File: src/rtl/reset_trim_pkg.sv
// reset_trim_pkg: shared states, cause codes and default boot vector for reset_trim_seq
package reset_trim_pkg;

    typedef enum logic [1:0] {
        ASSERT = 2'd0,
        STAGE  = 2'd1,
        RUN    = 2'd2
    } state_t;

    localparam logic [1:0] CAUSE_EXT = 2'b01;
    localparam logic [1:0] CAUSE_SW  = 2'b10;
    localparam logic [1:0] CAUSE_WDT = 2'b11;

    localparam logic [31:0] DEFAULT_VEC_C = 32'h6000_0000;

    function automatic int cnt_w(input int n);
        return (n > 1) ? $clog2(n) : 1;
    endfunction

endpackage

File: src/rtl/reset_stage_cnt.sv
// reset_stage_cnt: terminal counter that pulses done on the cycle it reaches MAX-1, then wraps
module reset_stage_cnt
    import reset_trim_pkg::*;
#(
    parameter int MAX = 16
) (
    input  logic clk,
    input  logic rst,
    input  logic clear,
    input  logic en,
    output logic done
);

    localparam int W = cnt_w(MAX);

    logic [W-1:0] cnt;

    assign done = en && (cnt == W'(MAX - 1));

    always_ff @(posedge clk) begin
        if (rst || clear)
            cnt <= '0;
        else if (en)
            cnt <= done ? '0 : cnt + 1'b1;
    end

endmodule

File: src/rtl/reset_trim_seq.sv
// reset_trim_seq: staged multi-domain reset sequencer with latched boot vector.
// Define RESET_WDT_EN to build the RUN-state watchdog.
module reset_trim_seq
    import reset_trim_pkg::*;
#(
    parameter int                NUM_DOMAINS = 4,
    parameter int                STRETCH     = 16,
    parameter int                ADDR_W      = 32,
    parameter logic [ADDR_W-1:0] DEFAULT_VEC = ADDR_W'(DEFAULT_VEC_C),
    parameter int                WDT_CYCLES  = 65536
) (
    input  logic                   clk12,
    input  logic                   reset,
    input  logic                   sw_reset_req,
    input  logic                   wdt_kick,
    input  logic [ADDR_W-1:0]      trimming_reset,
    input  logic                   trimming_reset_ena,
    output logic [NUM_DOMAINS-1:0] domain_reset,
    output logic [ADDR_W-1:0]      reset_vector,
    output logic                   seq_busy,
    output logic [1:0]             reset_cause
);

    localparam int                IW       = cnt_w(NUM_DOMAINS);
    localparam logic [ADDR_W-1:0] VEC_MASK = ~ADDR_W'(3);

    state_t        state, state_n;
    logic [1:0]    cause_n;
    logic [IW-1:0] idx;
    logic          stage_done, last, wdt_done;

    reset_stage_cnt #(.MAX(STRETCH)) u_stage (
        .clk  (clk12),
        .rst  (reset),
        .clear(state != STAGE),
        .en   (state == STAGE),
        .done (stage_done)
    );

`ifdef RESET_WDT_EN
    reset_stage_cnt #(.MAX(WDT_CYCLES)) u_wdt (
        .clk  (clk12),
        .rst  (reset),
        .clear(state != RUN || wdt_kick),
        .en   (state == RUN),
        .done (wdt_done)
    );
`else
    localparam int unused_wdt_cycles = WDT_CYCLES;
    logic unused_kick;
    assign unused_kick = wdt_kick;
    assign wdt_done    = 1'b0;
`endif

    assign last     = stage_done && (idx == IW'(NUM_DOMAINS - 1));
    assign seq_busy = (state != RUN);

    always_comb begin
        state_n = state;
        cause_n = reset_cause;
        if (state == ASSERT)
            state_n = STAGE;
        else if (state == STAGE)
            state_n = last ? RUN : STAGE;
        else if (sw_reset_req || wdt_done) begin
            state_n = ASSERT;
            cause_n = sw_reset_req ? CAUSE_SW : CAUSE_WDT;
        end
    end

    always_ff @(posedge clk12) begin
        if (reset) begin
            state        <= ASSERT;
            idx          <= '0;
            domain_reset <= '1;
            reset_cause  <= CAUSE_EXT;
            reset_vector <= DEFAULT_VEC & VEC_MASK;
        end else begin
            state       <= state_n;
            reset_cause <= cause_n;
            if (state == ASSERT)
                reset_vector <= (trimming_reset_ena ? trimming_reset : DEFAULT_VEC) & VEC_MASK;
            if (state_n == ASSERT) begin
                domain_reset <= '1;
                idx          <= '0;
            end else if (stage_done) begin
                domain_reset[idx] <= 1'b0;
                idx               <= idx + 1'b1;
            end
        end
    end

endmodule

File: config.mk
export PLATFORM = sky130hd
export DESIGN_NAME = reset_trim_seq
export DESIGN_NICKNAME = d
export VERILOG_FILES = /design/src/rtl/reset_trim_pkg.sv /design/src/rtl/reset_stage_cnt.sv /design/src/rtl/reset_trim_seq.sv
export SDC_FILE = /design/constraint.sdc
export NUM_CORES = 1
export LEC_CHECK = 0
export ABC_AREA = 1
export BUFFER_PORTS_ARGS = -buffer_cell sky130_fd_sc_hd__buf_4
export CORE_ASPECT_RATIO = 0.9
export CORE_MARGIN = 2
export CORE_UTILIZATION = 46
export CTS_CLUSTER_DIAMETER = 80
export DETAILED_ROUTE_END_ITERATION = 16
export HOLD_SLACK_MARGIN = 0.06
export MAX_ROUTING_LAYER = met4
export PLACE_DENSITY = 0.81
export SYNTH_ARGS = -nofsm -noshare
export SYNTH_HDL_FRONTEND = slang
export SYNTH_SLANG_ARGS = --single-unit
File: constraint.sdc
create_clock -name clk12 -period 1.52 [get_ports clk12]
set_clock_uncertainty 0.05 [all_clocks]
set_input_delay 0.076 -clock clk12 [delete_from_list [all_inputs] [get_ports clk12]]
set_output_delay 0.076 -clock clk12 [all_outputs]
set_load 0.01 [all_outputs]
* Yosys cells after proc, flatten, opt, wreduce, memory -nomap -nowiden
Cells that the tools add are included.
** Word-level totals
- Register bits after elaboration :: 44
- Bits of input ports :: 37
- Output and inout port bits :: 39
- Word-level logic and storage cells :: 35
** Cells by class
- $add $sub $neg :: 2
- Order comparisons :: 2
- Equal/unequal tests :: 5
- Muxes and demuxes :: 8
- Bitwise operators :: 4
- Reduce and logical (&&, ||, !) cells :: 8
** Operators by type and width (number)
- 32-bit two-way mux :: 1
- 2-bit two-way mux :: 4
- 4-bit by 1-bit adder with 4-bit output, second input constant :: 1
- 4-bit AND :: 1
- 4-bit == test, second input constant :: 1
- 2-bit logical NOT :: 2
- 4-bit two-way mux :: 1
- 4-bit NOT :: 1
- 1-bit logical AND :: 3
- 2-bit by 3-bit less-than comparator with 1-bit output, second input constant :: 1
- 3-bit AND reduction :: 1
- 2-bit by 1-bit adder with 2-bit output, second input constant :: 1
- 1-bit demux with 2-bit select :: 1
- 2-bit by 1-bit == test with 1-bit output, second input constant :: 1
- 2-bit == test, second input constant :: 1
- 2-bit by 1-bit >= comparator with 1-bit output, second input constant :: 1
- 2-bit by 1-bit inequality test with 1-bit output, second input constant :: 1
- 2-bit inequality test, second input constant :: 1
- 1-bit NOT :: 2
- 2-bit OR reduction :: 1
- 1-bit logical OR :: 1
- 1-bit two-way mux :: 1

* Logic depth before layout (Yosys ltp)
Gate-level depths: netlist (run 1).
- Word-level depth :: 8
- Gate-level depth with buffers :: 6
- Mapped depth without buffers :: 6

* Cells and area by module
A second synthesis (run 1) with hierarchy kept.
** Second synthesis, totals
- Cell total of the unflattened synthesis :: 223
- Area, all modules :: 1732.9 um^2
** By module, submodules not included
- reset_trim_seq :: times used 1, cells each 194, area an instance 1535.2 um^2, seq. area each 800.8 um^2
- reset_stage_cnt :: times used 1, cells each 29, area an instance 197.7 um^2, seq. area each 80.1 um^2

* Worst setup path before layout (run 1)
No wires, ideal clock.
- Path kind :: register to register
- From :: register u_stage.cnt[0]
- To :: register state[0]
- Library setup time :: 0.110 ns
- Arrival :: 1.002 ns
- Data required time :: 1.360 ns
- Setup slack :: 0.358 ns
- Cell stages (with the launch flop) :: 7
- Path buffers :: 0
- Period minus slack after synthesis :: 1.162 ns
- Path through :: dfxtp_1 > ha_1 > nand3_1 > nor2_4 > nand2_2 > nand3_1 > inv_1
** On the way
- Longest elaborated chain between the ends :: 6
** RTL lines
- start: declaration :: RTL line reset_stage_cnt.sv:16 : logic [W-1:0] cnt;
- start signal: assignment :: RTL line reset_stage_cnt.sv:24 : cnt <= done ? '0 : cnt + 1'b1;
- 4-bit == test :: RTL line reset_stage_cnt.sv:18 : assign done = en && (cnt == W'(MAX - 1));
- 1-bit logical AND :: RTL line reset_stage_cnt.sv:18
- 1-bit logical AND :: RTL line reset_trim_seq.sv:55 : assign last = stage_done && (idx == IW'(NUM_DOMAINS - 1));
- 2-bit two-way mux :: RTL line reset_trim_seq.sv:64 : state_n = last ? RUN : STAGE;
- 2-bit two-way mux :: RTL line reset_trim_seq.sv:63 : else if (state == STAGE)
- 2-bit two-way mux :: RTL line reset_trim_seq.sv:61 : if (state == ASSERT)
- end signal: assignment :: RTL line reset_trim_seq.sv:79 : state <= state_n;
- end: declaration :: RTL line reset_trim_seq.sv:27 : state_t state, state_n;
Every way passes these cells.
A chain may end at the register's enable or synchronous reset.

* Worst setup path in the final report (run 1)
- From :: input port sw_reset_req
- To :: register reset_cause[1]
** On the way
- Longest elaborated chain between the ends :: 1
** RTL lines
- start: declaration :: RTL line reset_trim_seq.sv:14 : input logic sw_reset_req,
- 3-bit AND reduction (no source line)
- end signal: assignment :: RTL line reset_trim_seq.sv:80 : reset_cause <= cause_n;
- end: declaration :: RTL line reset_trim_seq.sv:21 : output logic [1:0] reset_cause
Every way passes these cells.

==> reports/summary.txt, run 1 <==
#FFs+latches synth: 44
sequential element share of the synthesized area: 0.5131
I/O pin count: 76
number of iterations in the first detailed-routing pass: 4
status: completed
Post-Layout Inst Area: 2680 µm²
clock tree root buffer cell: sky130_fd_sc_hd__clkbuf_8
number of failing hold endpoints at the final stage: 0
area share of the largest cell type after synthesis: 0.5131
maximum number of pins on one net before global-route repair: 30
critical path start-end classification: in -> reg
Post-synth EDFFs: 0
maximum clock frequency: 0.7313 GHz
combinational power share: 0.144
buffer levels on the longest clock path: 2
overall overflow remaining after global route: 0
global routing usage summed across all routing layers: 0.2363
critical path arrival: 1.50 ns
Worst setup EP type: flop
wire length per cell: 12.44 µm
count of unique library cells instantiated by Yosys: 19
Final Max Tran Viols: 0
Initial Utilization: 0.4700
critical path startpoint category: primary input
Seq pwr share: 0.532
endpoints failing setup: 0
minimum period implied by the final worst setup slack: 1.368 ns
number of instances in the placed design: 321
Post-Synthesis Cells: 214
number of vias after detailed routing: 1,763
total clock buffers created by CTS: 5
Layout fillers: 303
switching part of the total: 0.2324
max_cap viols: 0
power density cells: 847.3 nW/µm²
clock net sink count: 44
leakage power: 0.001192 µW
worst min-delay path class: in -> reg
synthesized area per cell: 8.022 µm²
via count of the first global-routing pass: 1,628
number of H-tree levels: 2
global-route wire length before repair: 7176 µm
worst slack after detailed placement: 0.2128 ns
worst skew pair latency: 0.29 ns
prevailing post-synth register cell: sky130_fd_sc_hd__dfxtp_1
CTS tree: built
largest cells by area after synthesis: sky130_fd_sc_hd__dfxtp_1 51%, sky130_fd_sc_hd__nand2_1 12%, sky130_fd_sc_hd__nand3_1 10%
layout net count: 357
Antenna Violating Nets Remaining: 0
mapped cell area: 1717 µm²
overall power of the completed layout: 2271 µW
number of design-rule violations left by the first detailed-router iteration: 78
area enclosed by the die boundary: 4237 µm²
clock share of power: 0.323
non-filler cells in the finished layout: 363
width of the die: 68.40 µm
remaining routing DRC violations: 0
# rows: 21
vertical extent of the die: 61.96 µm
area of the core region: 3652 µm²
Psw: 527.7 µW
share of layout cells above drive strength 1: 0.2658
Gates resized, CTS repair: 0
routability congestion estimate: 0.8355
Worst EP required: 1.65 ns
Sum Neg Setup Slack: 0 ns
Clk pin slew, worst setup/hold paths: 0.08 ns
Area growth, synth to finish: 56.12%
Post-DP Area: 2257 µm²
RSZ-0062 raised after global routing: no
wire length after detailed routing: 4516 µm
smallest setup slack after layout: 0.1525 ns
internal power of the cells: 1743 µW
number of warnings printed during yosys synthesis: 0
peak supply drop: 0.6072 mV
detail-routed via count per cell: 4.857
top fanout value on the critical path: 3
IO buf count: 70
antenna violations before repair: 0
crit share post-route: 0.8997
cell type with the highest aggregate area in the netlist: sky130_fd_sc_hd__dfxtp_1
fraction of registers with async set or reset after synthesis: 0
HPWL after DPL: 2625 µm
==> kinds of logic after synthesis <==
group | share of synthesized area
and+or+nand+nor | 0.2558
DFF | 0.5131
AOI/OAI and AO/OA | 0.1093
buffers and inverters | 0.07798
adders and majority gates | 0.03644
xor gates and xnor gates | 0.005103
other | 0.002184
==> final timing paths <==
kind | from | slack [ns] | depth (start not counted) | to
min | trimming_reset_ena | 0.16 | 3 | reset_vector[27]
max | sw_reset_req | 0.15 | 5 | reset_cause[1]
min reg2reg | domain_reset[1] | 0.40 | 2 | domain_reset[1]
max reg2reg | state[1] | 0.18 | 3 | reset_cause[1]
==> cells in the final DEF, fill, tap and decap left out, drive strengths merged <==
| cell | instances |
|---|---|
| clkbuf | 8 |
| dlygate4sd3 | 33 |
| o21bai | 1 |
| buf | 74 |
| nor2 | 10 |
| a21oi | 32 |
| nand2 | 54 |
| dfxtp | 44 |
| diode | 1 |
| conb | 2 |
| or2 | 1 |
| xnor2 | 1 |
| o21ai | 4 |
| ha | 5 |
| inv | 12 |
| nand3 | 35 |
==> per-layer routing <==
layer,share of wire,wire length [µm],up-vias,track usage
met5,0,0,-,-
met4,0.017,76,0,0.1171
met3,0.067,301,8,0.06486
met2,0.50,2244,70,0.3791
met1,0.42,1895,786,0.2727
li1,-,-,899,-
==> registers in the layout (all words and copies together), names as in the netlist <==
register / flops
state: 2
reset_cause: 2
u_stage.cnt: 4
domain_reset: 4
reset_vector: 30
idx: 2
==> critical path: stages <==
cell and delay (ns):
sky130_fd_sc_hd__dlygate4sd3_1 0.54, sky130_fd_sc_hd__buf_4 0.14, sky130_fd_sc_hd__a21oi_1 0.13, sky130_fd_sc_hd__nor2_1 0.05, sky130_fd_sc_hd__dlygate4sd3_1 0.55
==> layout make-up <==
cell class	instances	area, µm²	share of cell area
Inverter	12	45.04	0.01681
Antenna cell	1	2.502	0.0009337
Tap cell	46	57.56	0.02148
Clock buffer	8	90.09	0.03361
Sequential cell	44	880.8	0.3287
Timing Repair Buffer	107	898.4	0.3352
Multi-Input combinational cell	145	705.7	0.2633
==> Yosys cell counts, types with 2 or more instances <==
master,number
sky130_fd_sc_hd__nor2_1,8
sky130_fd_sc_hd__dfxtp_1,44
sky130_fd_sc_hd__inv_1,11
sky130_fd_sc_hd__a21oi_1,32
sky130_fd_sc_hd__nand2_1,53
sky130_fd_sc_hd__o21ai_0,4
sky130_fd_sc_hd__nand3_1,35
sky130_fd_sc_hd__buf_4,2
sky130_fd_sc_hd__clkbuf_1,4
sky130_fd_sc_hd__nor2_4,2
sky130_fd_sc_hd__ha_1,5
sky130_fd_sc_hd__buf_2,5
sky130_fd_sc_hd__buf_6,3
==> metrics by stage <==
step	hold WS [ns]	utilization
detailed placement	0.2881	0.6180
global route	0.1789	0.7331
finish	0.1559	0.7338
floorplan	0.1707	-
CTS	0.1524	0.7331
global placement	0.2746	0.6180
==> what timing repair did <==
item	4_1_cts	5_1_grt
hold endpoints to repair	33	0
hold buffers	33	0
setup buffers	0	0
==> power groups by stage <==
stage | registers [µW] | logic, µW | clock network (µW)
3_5_place_dp | 1240 | 257 | 0
6_report | 1210 | 327 | 734
4_1_cts | 1210 | 322 | 751
5_1_grt | 1210 | 362 | 815
2_1_floorplan | 1250 | 110 | 0
3_3_place_gp | 1230 | 254 | 0
Note: power is estimated with default switching activity, not from simulation.
==> inputs of run 2 (changes only) <==
--- a/config.mk
+++ b/config.mk
@@ -6,15 +6,16 @@
 export NUM_CORES = 1
 export LEC_CHECK = 0
 export ABC_AREA = 1
-export BUFFER_PORTS_ARGS = -buffer_cell sky130_fd_sc_hd__buf_4
 export CORE_ASPECT_RATIO = 0.9
 export CORE_MARGIN = 2
-export CORE_UTILIZATION = 46
+export CORE_UTILIZATION = 54
 export CTS_CLUSTER_DIAMETER = 80
 export DETAILED_ROUTE_END_ITERATION = 16
+export DONT_BUFFER_PORTS = 1
 export HOLD_SLACK_MARGIN = 0.06
 export MAX_ROUTING_LAYER = met4
-export PLACE_DENSITY = 0.81
+export PLACE_DENSITY = 0.72
 export SYNTH_ARGS = -nofsm -noshare
 export SYNTH_HDL_FRONTEND = slang
+export SYNTH_HIERARCHICAL = 1
 export SYNTH_SLANG_ARGS = --single-unit
==> reports/summary.txt, run 2 <==
crit share post-route: 0.9131
total clock buffers created by CTS: 5
Area growth, synth to finish: 25.85%
prevailing post-synth register cell: sky130_fd_sc_hd__dfxtp_1
I/O pin count: 76
worst min-delay path class: in -> reg
critical path start-end classification: reg -> reg
wire length per cell: 13.69 µm
peak supply drop: 0.5507 mV
status: completed
met1 Usage GRT: 0.2522
buffers plus inverters on the worst setup path: 1
RSZ-0062 raised after global routing: no
Sum Neg Setup Slack: 0 ns
slew at the pin closest to its max-slew limit: 1.096 ns
critical path startpoint category: flop
met3 Track Usage GR: 0.06990
wire length after detailed routing: 4122 µm
leakage power: 0.0008889 µW
CTS tree: built
count leader, synth: sky130_fd_sc_hd__nand2_1
most frequent cells in the layout: 60 x sky130_fd_sc_hd__nand2_1, 44 x sky130_fd_sc_hd__dfxtp_1, 34 x sky130_fd_sc_hd__nand3_1, 34 x sky130_fd_sc_hd__dlygate4sd3_1, 32 x sky130_fd_sc_hd__a21oi_1
worst-path cell with the longest stage delay: sky130_fd_sc_hd__dlygate4sd3_1
synthesized area per cell: 7.771 µm²
relative max-transition margin: 0.2694
number of vias after detailed routing: 1,600
Final Max Tran Viols: 0
worst path cell trace: nand2_1, nand2_1, nand2_1, dlygate4sd3_1
top flop regs: reset_vector (30), domain_reset (4), u_stage/cnt (4)
number of iterations in the first detailed-routing pass: 4
fraction of met2 tracks used by global routing: 0.4286
clock tree root buffer cell: sky130_fd_sc_hd__clkbuf_4
area enclosed by the die boundary: 3679 µm²
endpoints failing setup: 0
most common library cell in the layout ignoring fill and taps: sky130_fd_sc_hd__nand2_1
clock net sink count: 44
layout net count: 300
number of failing hold endpoints at the final stage: 0
# rows: 19
share of layout cells above drive strength 1: 0.05792
worst skew pair latency: 0.34 ns
global routing usage summed across all routing layers: 0.2449
most utilized layer in the global route result: met2
via count of the first global-routing pass: 1,566
remaining routing DRC violations: 0
max incr delay on CP: 0.54 ns
minimum period implied by the final worst setup slack: 1.388 ns
non-filler cells in the finished layout: 301
area share of the largest cell type after synthesis: 0.5083
buffer levels on the longest clock path: 2
most frequent cells after synthesis: 60 x sky130_fd_sc_hd__nand2_1, 44 x sky130_fd_sc_hd__dfxtp_1, 34 x sky130_fd_sc_hd__nand3_1
number of instances in the placed design: 256
vertical extent of the die: 57.74 µm
number of H-tree levels: 2
cell repeated most along the worst path: sky130_fd_sc_hd__nand2_1
Clk pin slew, worst setup/hold paths: 0.12 ns
register with the highest flop count: reset_vector
routability congestion estimate: 0.6949
maximum number of pins on one net before global-route repair: 31
area of the core region: 3067 µm²
cell type with the highest aggregate area in the netlist: sky130_fd_sc_hd__dfxtp_1
detail-routed via count per cell: 5.316
fraction of registers with async set or reset after synthesis: 0
Post-Synthesis Cells: 223
global-route wire length before repair: 6630 µm
HPWL after DPL: 2567 µm
Initial Utilization: 0.5651
sequential element share of the synthesized area: 0.5083
Antenna Violating Nets Remaining: 0
top fanout value on the critical path: 7
count of unique library cells instantiated by Yosys: 18
maximum clock frequency: 0.7205 GHz
antenna diode instance count: 0
critical path arrival: 1.58 ns
Worst setup EP type: flop
family with the most delay on the worst path: buffers and inverters
antenna violations before repair: 0
overall overflow remaining after global route: 0
mapped cell area: 1733 µm²
largest cells by area after synthesis: sky130_fd_sc_hd__dfxtp_1 51%, sky130_fd_sc_hd__nand2_1 13%, sky130_fd_sc_hd__nand3_1 9.8%
IO buf count: 0
Worst EP required: 1.71 ns
number of warnings printed during yosys synthesis: 6
max_cap viols: 0
number of design-rule violations left by the first detailed-router iteration: 91
Post-synth EDFFs: 0
#FFs+latches synth: 44
max reg flops: 30
width of the die: 63.72 µm
power density cells: 920.2 nW/µm²
==> run 2: cell type report <==
class,count,area [µm²]
Timing Repair Buffer,41,415.4
Clock buffer,8,58.81
Sequential cell,44,880.8
Tap cell,42,52.55
Multi-Input combinational cell,151,716.9
Fill cell,251,885.9
Inverter,15,56.30
==> run 2: through the flow <==
stage | instance area (µm²) | total power, µW | utilization | hold slack, ns | setup WS, ns
global route | 2181 | 2091 | 0.7111 | 0.2677 | 0.04523
global placement | 1744 | 1354 | 0.5687 | 0.09962 | 0.2405
detailed placement | 1744 | 1363 | 0.5687 | 0.1020 | 0.1484
CTS | 2163 | 2025 | 0.7054 | 0.2645 | 0.05179
finish | 2181 | 2007 | 0.7111 | 0.2931 | 0.1321
floorplan | 1737 | 1361 | - | 0.1660 | 0.08574
==> run 2: layer usage <==
metal | share of wire | routed length [µm] | up-vias
met5 | 0 | 0 | -
met4 | 0.015 | 61 | 0
met3 | 0.082 | 336 | 5
met2 | 0.52 | 2128 | 79
met1 | 0.39 | 1595 | 727
li1 | - | - | 789
==> run 2: kinds of logic after synthesis <==
group | after synthesis | synth area share
AO/OA/AOI/OAI | 37 | 0.1069
adder cells (fa/ha/maj) | 5 | 0.03610
buffers and inverters | 29 | 0.08447
flip-flops | 44 | 0.5083
other | 1 | 0.002164
AND/OR/NAND/NOR | 107 | 0.2621
==> run 2: what timing repair did <==
action / 4_1_cts / 5_1_grt
endpoints found under the hold margin: 44 / 0
gates resized for setup: 0 / 3
buffers inserted: 0 / 1
hold buffers: 36 / 0
endpoints found under the setup margin: 0 / 18
==> run 2: final timing paths <==
check                                startpoint         endpoint  slack, ns  cells after the start
worst min register to register  domain_reset[1]  domain_reset[1]       0.46                      2
worst min-delay path                      reset   reset_cause[1]       0.29                      2
worst max register to register         state[1]   reset_cause[0]       0.13                      4
worst max-delay path                   state[1]   reset_cause[0]       0.13                      4
==> run 2: power by group <==
group          internal (µW)  leakage [µW]  switching, µW
registers               1190      0.000359           41.1
logic                    101      0.000498            104
clock network            229     0.0000326            343
total                   1520      0.000889            488
==> inputs of run 3 (changes only) <==
--- a/config.mk
+++ b/config.mk
@@ -12,10 +12,12 @@
 export CTS_CLUSTER_DIAMETER = 80
 export DETAILED_ROUTE_END_ITERATION = 16
 export DONT_BUFFER_PORTS = 1
+export GPL_TIMING_DRIVEN = 0
 export HOLD_SLACK_MARGIN = 0.06
 export MAX_ROUTING_LAYER = met4
-export PLACE_DENSITY = 0.72
+export PLACE_DENSITY = 0.65
 export SYNTH_ARGS = -nofsm -noshare
 export SYNTH_HDL_FRONTEND = slang
 export SYNTH_HIERARCHICAL = 1
 export SYNTH_SLANG_ARGS = --single-unit
+export TNS_END_PERCENT = 100
==> reports/summary.txt, run 3 (synthesis results as in run 2) <==
clock net sink count: 44
clock tree root buffer cell: sky130_fd_sc_hd__clkbuf_4
wire length after detailed routing: 4181 µm
area enclosed by the die boundary: 3679 µm²
Final Max Tran Viols: 0
minimum period implied by the final worst setup slack: 1.426 ns
status: completed
Post-Layout Inst Area: 2228 µm²
CTS tree: built
number of iterations in the first detailed-routing pass: 4
# rows: 19
crit share post-route: 0.9380
top flop regs: reset_vector (30), domain_reset (4), u_stage/cnt (4)
buffer levels on the longest clock path: 2
Worst R2R Path Depth: 3
antenna diode instance count: 0
Area growth, synth to finish: 28.59%
number of design-rule violations left by the first detailed-router iteration: 90
critical path launch point: reset
worst skew pair latency: 0.35 ns
met3 Track Usage GR: 0.06990
leakage power: 0.0009127 µW
vertical extent of the die: 57.74 µm
register with the highest flop count: reset_vector
worst slack after detailed placement: -0.2071 ns
wire length per cell: 13.40 µm
number of vias after detailed routing: 1,594
routability congestion estimate: 0.7427
most utilized layer in the global route result: met2
Post-DP Area: 1789 µm²
startpoint of the lowest-slack register-to-register path: state[1]
worst r2r dst: reset_cause[1]
overall power of the completed layout: 2031 µW
layout net count: 311
maximum number of pins on one net before global-route repair: 13
Antenna Violating Nets Remaining: 0
HPWL after DPL: 2711 µm
max reg flops: 30
I/O pin count: 76
overall overflow remaining after global route: 0
number of H-tree levels: 2
power density cells: 911.6 nW/µm²
most frequent cells in the layout: 60 x sky130_fd_sc_hd__nand2_1, 43 x sky130_fd_sc_hd__dfxtp_1, 34 x sky130_fd_sc_hd__nand3_1, 34 x sky130_fd_sc_hd__dlygate4sd3_1, 32 x sky130_fd_sc_hd__a21oi_1
worst min-delay path class: in -> reg
smallest setup slack after layout: 0.09431 ns
detail-routed via count per cell: 5.109
global-route wire length before repair: 6651 µm
peak supply drop: 0.5939 mV
Worst EP required: 1.72 ns
global routing usage summed across all routing layers: 0.2432
Clk pin slew, worst setup/hold paths: 0.12 ns
IO buf count: 0
width of the die: 63.72 µm
cell repeated most along the worst path: sky130_fd_sc_hd__dlygate4sd3_1
buffers plus inverters on the worst setup path: 3
met1 Usage GRT: 0.2672
fraction of met2 tracks used by global routing: 0.4165
maximum clock frequency: 0.7014 GHz
Initial Utilization: 0.5651
antenna violations before repair: 0
remaining routing DRC violations: 0
worst hold path cell count: 3
share of layout cells above drive strength 1: 0.1037
critical path startpoint category: primary input
area of the core region: 3067 µm²
Worst setup EP type: flop
max incr delay on CP: 0.61 ns
Sum Neg Setup Slack: 0 ns
total clock buffers created by CTS: 5
reg-to-reg slack, setup: 0.11 ns
most common library cell in the layout ignoring fill and taps: sky130_fd_sc_hd__nand2_1
number of failing hold endpoints at the final stage: 0
critical path start-end classification: in -> reg
worst path cell trace: dlygate4sd3_1, clkbuf_2, nor2_1, dlygate4sd3_1
worst-path cell with the longest stage delay: sky130_fd_sc_hd__dlygate4sd3_1
endpoints failing setup: 0
critical path arrival: 1.62 ns
max_cap viols: 0
HP Start: trimming_reset_ena
via count of the first global-routing pass: 1,507
post-route core utilization: 0.7266
WHS Endpoint: reset_vector[17]
family with the most delay on the worst path: buffers and inverters
top fanout value on the critical path: 10
==> run 3: changes by cell type in the layout (fill, tap and decap cells not counted) <==
cell and delta:
sky130_fd_sc_hd__inv_1 -1, sky130_fd_sc_hd__buf_1 +1, sky130_fd_sc_hd__buf_6 +3, sky130_fd_sc_hd__buf_2 +6, sky130_fd_sc_hd__dfxtp_1 -1, sky130_fd_sc_hd__inv_2 +1
sky130_fd_sc_hd__clkbuf_2 +1, sky130_fd_sc_hd__dfxtp_2 +1, sky130_fd_sc_hd__clkbuf_1 +1, sky130_fd_sc_hd__buf_12 -1, sky130_fd_sc_hd__dlymetal6s4s_1 -2, sky130_fd_sc_hd__buf_4 +2
==> run 3: final cells by class <==
class / instances / area [µm²]
timing repair buffer: 38 / 370.4
buffer: 14 / 91.34
inverter: 15 / 56.30
tap: 42 / 52.55
fill: 229 / 838.3
sequential: 44 / 882.1
clock buffer: 8 / 58.81
multi-input combinational: 151 / 716.9
==> run 3: worst max path at each step <==
stage,to,slack [ns],cells after the start
after floorplan,state[0],0.09,9
after global placement,state[0],-0.13,9
after detailed placement,state[0],-0.21,9
after CTS,reset_cause[1],0.02,4
after global routing,state[0],-0.02,8
final,reset_cause[1],0.09,4
==> run 3: metal layers <==
| layer | part of all wire | up-vias | routed length [µm] |
|---|---|---|---|
| li1 | - | 808 | - |
| met1 | 0.41 | 712 | 1716 |
| met2 | 0.50 | 66 | 2083 |
| met3 | 0.075 | 8 | 313 |
| met4 | 0.016 | 0 | 67 |
| met5 | 0 | - | 0 |
==> run 3: what timing repair did <==
action	CTS	global route
setup buffers	0	4
hold endpoints to repair	44	0
cloned	0	0
setup endpoints to repair	8	3
hold buffers	34	0
pin swaps	0	2
resized for setup	3	3
==> run 3: per-stage QoR <==
| stage | hold WS (ns) | instances |
|---|---|---|
| finish | 0.08663 | 312 |
| global route | 0.1260 | 312 |
| CTS | 0.07217 | 308 |
| detailed placement | 0.1873 | 266 |
| global placement | 0.1794 | 266 |
| floorplan | 0.1660 | 224 |
==> run 3: power by group <==
group	total, µW	switching (µW)	internal [µW]
sequential	1230	40.7	1190
combinational	220	109	111
clock	581	353	229
total	2030	502	1530
==> run 3: tightest hold or removal path, cell delays in order <==
cell and delay [ns]:
sky130_fd_sc_hd__clkbuf_1 0.19, sky130_fd_sc_hd__nand3_1 0.14, sky130_fd_sc_hd__a21oi_1 0.05
